[src/rtl/wave_mem_loader.sv]
// wave_mem_loader
//   Writer side of the wave memory. Takes a host byte stream of the form
//   HDR {MAGIC, start_addr}, LEN, data bytes... and unpacks each data byte
//   into two samples (low nibble first). One sample is written per cycle at
//   an auto-incrementing address that wraps modulo the memory depth.
//
//   Byte handshake: a byte is transferred on a rising clock edge where
//   byte_valid_in and byte_ready_out are both high. byte_data_in is only
//   looked at on that edge. byte_ready_out depends on the registered state
//   alone, so it never combinationally depends on byte_valid_in.
//
//   All memory-side outputs are registered. A write appears on the cycle
//   after the byte accept (low nibble) or after the WR_HI entry (high nibble).
//   Address and data hold their last value while the write strobe is low.
//
//   Header address bits are byte_data_in[ADDR_W-1:0], so ADDR_W must be at
//   most 5 to leave room for the 3-bit magic field, and DATA_W must be 4 so
//   two samples fill one byte.

module wave_mem_loader #(
  parameter int         ADDR_W  = 5,
  parameter int         DATA_W  = 4,
  parameter logic [2:0] MAGIC   = 3'b101,
  parameter int         TIMEOUT = 1023
) (
  input  logic              clk_in,
  input  logic              reset_n_in,
  input  logic              byte_valid_in,
  input  logic [7:0]        byte_data_in,
  output logic              byte_ready_out,
  output logic [ADDR_W-1:0] mem_write_addr_out,
  output logic [DATA_W-1:0] mem_write_data_out,
  output logic              mem_write_en_out,
  output logic              busy_out,
  output logic              done_out,
  output logic              err_out
);

  // Memory depth and the width needed to hold a sample count of 1..DEPTH.
  localparam int DEPTH = 1 << ADDR_W;
  localparam int REM_W = ADDR_W + 1;

  // Idle-cycle counter only has to reach TIMEOUT-1 before the abort fires.
  localparam int CNT_W = (TIMEOUT > 1) ? $clog2(TIMEOUT + 1) : 1;

  localparam logic [8:0]       DEPTH_9   = 9'(DEPTH);
  localparam logic [REM_W-1:0] REM_DEPTH = REM_W'(DEPTH);
  localparam logic [REM_W-1:0] REM_ONE   = REM_W'(1);
  localparam logic [CNT_W-1:0] CNT_LAST  = CNT_W'((TIMEOUT > 0) ? TIMEOUT - 1 : 0);

  typedef enum logic [1:0] {
    S_IDLE  = 2'd0,
    S_LEN   = 2'd1,
    S_DATA  = 2'd2,
    S_WR_HI = 2'd3
  } state_e;

  state_e              state_q,     state_d;
  logic [ADDR_W-1:0]   ptr_q,       ptr_d;
  logic [REM_W-1:0]    rem_q,       rem_d;
  logic [DATA_W-1:0]   hold_q,      hold_d;
  logic [CNT_W-1:0]    cnt_q,       cnt_d;
  logic                wr_en_q,     wr_en_d;
  logic [ADDR_W-1:0]   wr_addr_q,   wr_addr_d;
  logic [DATA_W-1:0]   wr_data_q,   wr_data_d;
  logic                done_q,      done_d;
  logic                err_q,       err_d;

  logic                byte_ready;
  logic                accept;
  logic                len_saturate;

  // Ready is a pure function of the state: only the high-nibble cycle stalls the host.
  assign byte_ready   = (state_q != S_WR_HI);
  assign accept       = byte_valid_in && byte_ready;

  // LEN of zero, or anything at or beyond the depth, means a full-memory packet.
  assign len_saturate = (byte_data_in == 8'd0) || ({1'b0, byte_data_in} >= DEPTH_9);

  // Next-state, datapath and registered-output decode.
  always_comb begin
    state_d   = state_q;
    ptr_d     = ptr_q;
    rem_d     = rem_q;
    hold_d    = hold_q;
    cnt_d     = cnt_q;
    wr_en_d   = 1'b0;
    wr_addr_d = wr_addr_q;
    wr_data_d = wr_data_q;
    done_d    = 1'b0;
    err_d     = 1'b0;

    case (state_q)
      S_IDLE: begin
        cnt_d = '0;
        if (accept) begin
          if (byte_data_in[7:5] == MAGIC) begin
            ptr_d   = byte_data_in[ADDR_W-1:0];
            state_d = S_LEN;
          end else begin
            err_d = 1'b1;
          end
        end
      end

      S_LEN: begin
        if (accept) begin
          cnt_d   = '0;
          rem_d   = len_saturate ? REM_DEPTH : REM_W'(byte_data_in);
          state_d = S_DATA;
        end else if (TIMEOUT != 0) begin
          if (cnt_q == CNT_LAST) begin
            cnt_d   = '0;
            err_d   = 1'b1;
            state_d = S_IDLE;
          end else begin
            cnt_d = cnt_q + 1'b1;
          end
        end
      end

      S_DATA: begin
        if (accept) begin
          cnt_d     = '0;
          wr_en_d   = 1'b1;
          wr_addr_d = ptr_q;
          wr_data_d = byte_data_in[DATA_W-1:0];
          ptr_d     = ptr_q + 1'b1;
          rem_d     = rem_q - 1'b1;
          if (rem_q == REM_ONE) begin
            // Odd count: the high nibble of this byte is simply dropped.
            done_d  = 1'b1;
            state_d = S_IDLE;
          end else begin
            hold_d  = byte_data_in[2*DATA_W-1:DATA_W];
            state_d = S_WR_HI;
          end
        end else if (TIMEOUT != 0) begin
          if (cnt_q == CNT_LAST) begin
            cnt_d   = '0;
            err_d   = 1'b1;
            state_d = S_IDLE;
          end else begin
            cnt_d = cnt_q + 1'b1;
          end
        end
      end

      S_WR_HI: begin
        cnt_d     = '0;
        wr_en_d   = 1'b1;
        wr_addr_d = ptr_q;
        wr_data_d = hold_q;
        ptr_d     = ptr_q + 1'b1;
        rem_d     = rem_q - 1'b1;
        if (rem_q == REM_ONE) begin
          done_d  = 1'b1;
          state_d = S_IDLE;
        end else begin
          state_d = S_DATA;
        end
      end

      default: begin
        state_d = S_IDLE;
      end
    endcase
  end

  // State and output registers; reset drops any partial packet immediately.
  always_ff @(posedge clk_in or negedge reset_n_in) begin
    if (!reset_n_in) begin
      state_q   <= S_IDLE;
      ptr_q     <= '0;
      rem_q     <= '0;
      hold_q    <= '0;
      cnt_q     <= '0;
      wr_en_q   <= 1'b0;
      wr_addr_q <= '0;
      wr_data_q <= '0;
      done_q    <= 1'b0;
      err_q     <= 1'b0;
    end else begin
      state_q   <= state_d;
      ptr_q     <= ptr_d;
      rem_q     <= rem_d;
      hold_q    <= hold_d;
      cnt_q     <= cnt_d;
      wr_en_q   <= wr_en_d;
      wr_addr_q <= wr_addr_d;
      wr_data_q <= wr_data_d;
      done_q    <= done_d;
      err_q     <= err_d;
    end
  end

  assign byte_ready_out     = byte_ready;
  assign busy_out           = (state_q != S_IDLE);
  assign mem_write_en_out   = wr_en_q;
  assign mem_write_addr_out = wr_addr_q;
  assign mem_write_data_out = wr_data_q;
  assign done_out           = done_q;
  assign err_out            = err_q;

endmodule

[config.mk]
export PLATFORM = sky130hd
export DESIGN_NAME = wave_mem_loader
export DESIGN_NICKNAME = d
export VERILOG_FILES = /design/src/rtl/wave_mem_loader.sv
export SDC_FILE = /design/constraint.sdc
export NUM_CORES = 1
export LEC_CHECK = 0
export BUFFER_PORTS_ARGS = -buffer_cell sky130_fd_sc_hd__buf_2
export CORE_UTILIZATION = 57
export CTS_CLUSTER_DIAMETER = 60
export DETAILED_ROUTE_END_ITERATION = 16
export PLACE_DENSITY = 0.9
export SKIP_LAST_GASP = 1
export SLEW_MARGIN = 20
export SYNTH_ARGS = -nofsm -noshare
export SYNTH_HDL_FRONTEND = slang
export SYNTH_SLANG_ARGS = --single-unit
[constraint.sdc]
create_clock -name clk_in -period 2.2 [get_ports clk_in]
set_input_delay 0.22 -clock clk_in [delete_from_list [all_inputs] [get_ports clk_in]]
set_output_delay 0.22 -clock clk_in [all_outputs]
set_load 0.1 [all_outputs]
==> flow_summary.ini <==
[floorplan]
fp.dieArea_um2 = 3780
start_util_pct = 60.0
rows = 21
io_pins = 25
die_w_um = 61.5
fp.coreArea_um2 = 3360
die_y_um = 61.5

[drt]
viasPerCell = 5.80
routed-via-count = 1624
drtAntennaViolNets = 0
drcViolationCount = 0
wl_per_cell_um = 14.8
drtIter0Drc = 127
wl_um = 4140
firstDrtPassIters = 5

[grt]
first_global_vias = 1487
gr-usage-all-layers_pct = 24.5
grt_max_degree = 40
grt_overflow = 0
antenna_found_initial = 0
grt_pass1_wl_um = 6670

[place]
gp_congestion = 0.837
port_buffers = 24
dp_hpwl_um = 2970

[cts]
numCtsBuffers = 5
clkTransAtPathRegs_ps = 110
cts_max_level = 2
tritoncts = built
cts_root_buf = clkbuf_4
clock_latency_ps = 350
numClockSinks = 39
clockBufferDepth = 2

[synth]
ys_seq_area_share_pct = 48.3
synth.most_common_cell = dfrtp_1
yosys-top-cells-count = dfrtp_1 (39), nor2_1 (19), nand2_1 (17), o21ai_0 (14), a21oi_1 (13)
synth_area_um2 = 2020
synth_warnings = 0
ys_ff_latch = 39
synth_top_cell_by_area = dfrtp_1
synth_cell_type_count = 37
netlist.area_leader.share_pct = 48.3
syn_nets = 221
async_flop_share_pct = 100
synth_cells = 201
synth_edf_count = 0
avgSynthCellArea_um2 = 10.0
synthTopCellsByArea = dfrtp_1 (48%), ha_1 (5.6%), mux2_2 (5.0%)
synth_ff_type = dfrtp_1

[sta]
fin_crit_ps = 2040
finalCritPeriodShare_pct = 92.9
hold_viol = 0
skew_ps = 11.9
slew_headroom_pct = 42.7
rsz0062_at_grt = no
fmaxAchievable_mhz = 489
whs_ps = 150
worstMarginPinSlew_ps = 857
finalMaxSlewViolations = 0
fin_setup_tns_ps = 0
setup_viol = 0

[final_layout]
diodes = 0
fin_nets = 253
fillCellCount = 270
synthToLayoutAreaGrowth_pct = 12.9
drive_above_1_share_pct = 22.6

[setup_path]
cp_slowest_cell = nor2_1
criticalPathCategory = reg2reg
endpoint_kind = register
worstPathCellList = inv_1, ha_1, nor2_1, o21ai_0, a22o_2
startpoint_type = register
r2r_slack_ps = 160
cp.arrival_ps = 2280
worstPathRequired_ps = 2440
crit_path_max_incr_delay_ps = 680
critPathMaxFanout = 14

[status]
status = complete, no violations

[job]
cap_viol_max_count = 0

[worst_hold_path]
hp-class = in2reg
cells in the final DEF (no fill, tap or decap), types with 2 or more instances in the layout:
| master | count |
|---|---|
| mux2i_1 | 6 |
| nor2b_1 | 2 |
| buf_2 | 24 |
| o211ai_1 | 2 |
| o221ai_1 | 2 |
| ha_1 | 9 |
| clkbuf_4 | 5 |
| a22oi_1 | 2 |
| nor3_1 | 5 |
| nand3_1 | 11 |
| o21ai_0 | 14 |
| xnor2_1 | 3 |
| nand2_1 | 17 |
| a21oi_1 | 13 |
| nand3b_1 | 3 |
| xor2_1 | 5 |
| nand4_1 | 4 |
| mux2_2 | 9 |
| clkbuf_1 | 2 |
| inv_1 | 8 |
| buf_4 | 7 |
| dfrtp_1 | 39 |
| or2_2 | 3 |
| nor2_1 | 19 |
| o22ai_1 | 2 |
| or4_1 | 2 |
| a31oi_1 | 2 |
flip-flops by register name, summed over array words and instances, names as in the netlist:
name / count
hold_q: 4
cnt_q: 10
rem_q: 6
mem_write_en_out: 1
mem_write_data_out: 4
mem_write_addr_out: 5
ptr_q: 5
state_q: 2
err_out: 1
done_out: 1
worst max-delay path, delay by kind of cell (launching register included):
family | cells | cell delay [ps]
buffers and inverters | 1 | 100
AND/OR/NAND/NOR | 1 | 680
AO/OA/AOI/OAI | 2 | 450
flip-flops | 1 | 420
adder cells (fa/ha/maj) | 1 | 290
layer usage:
metal	wire, um	track usage, %	vias up
met5	0	0	-
met4	31	7.62	0
met3	195	8.19	4
met2	2040	38.2	46
met1	1870	32.5	791
li1	-	-	783
logic make-up (layout without fill, tap and decap cells):
logic type | count (synthesis) | in the layout | share of synthesized area, %
buffers and inverters | 15 | 48 | 2.97
AO/OA/AOI/OAI | 45 | 45 | 14.6
XOR/XNOR | 8 | 8 | 3.47
multiplexers | 15 | 15 | 7.99
adder cells (fa/ha/maj) | 9 | 9 | 5.58
AND/OR/NAND/NOR | 70 | 70 | 17.1
flip-flops | 39 | 39 | 48.3
through the flow:
| stage | instance area, um2 | setup WS (ps) | cells | util (%) |
|---|---|---|---|---|
| final | 2280 | 156 | 280 | 67.8 |
| after global routing | 2280 | 12.4 | 280 | 67.8 |
| after CTS | 2270 | 178 | 279 | 67.6 |
| after global placement | 2210 | 310 | 270 | 65.8 |
| after floorplan | 2020 | 198 | 201 | - |
| after detailed placement | 2210 | 190 | 270 | 65.8 |
path summary, 6_finish.rpt:
path,startpoint,end,cells past startpoint
setup reg to reg,state_q[0],rem_q[2],5
max in group asynchronous,reset_n_in,state_q[0],2
setup / recovery,state_q[0],rem_q[2],5
hold / removal,byte_data_in[5],hold_q[1],2
hold reg to reg,mem_write_data_out[1],mem_write_data_out[1],2
min in group asynchronous,reset_n_in,cnt_q[3],2
cell type report:
class / count / area, um2 / area share (%)
clock inverters: 1 / 5.00 / 0.220
multi-input cells: 147 / 983 / 43.1
repair buffers: 32 / 183 / 8.01
well taps: 46 / 57.6 / 2.52
flip-flops and latches: 39 / 976 / 42.8
clock buffers: 7 / 45.0 / 1.98
inverters: 8 / 30.0 / 1.32
timing repair:
action                                  CTS  global route
hold buffers                              1             0
setup buffers                             0             1
endpoints found under the hold margin    39             0
gates resized for setup                   0             0
endpoints found under the setup margin    0             1
Power is not shown: default switching activity piles up to over one toggle a cycle in this logic, so the estimate is an artifact.
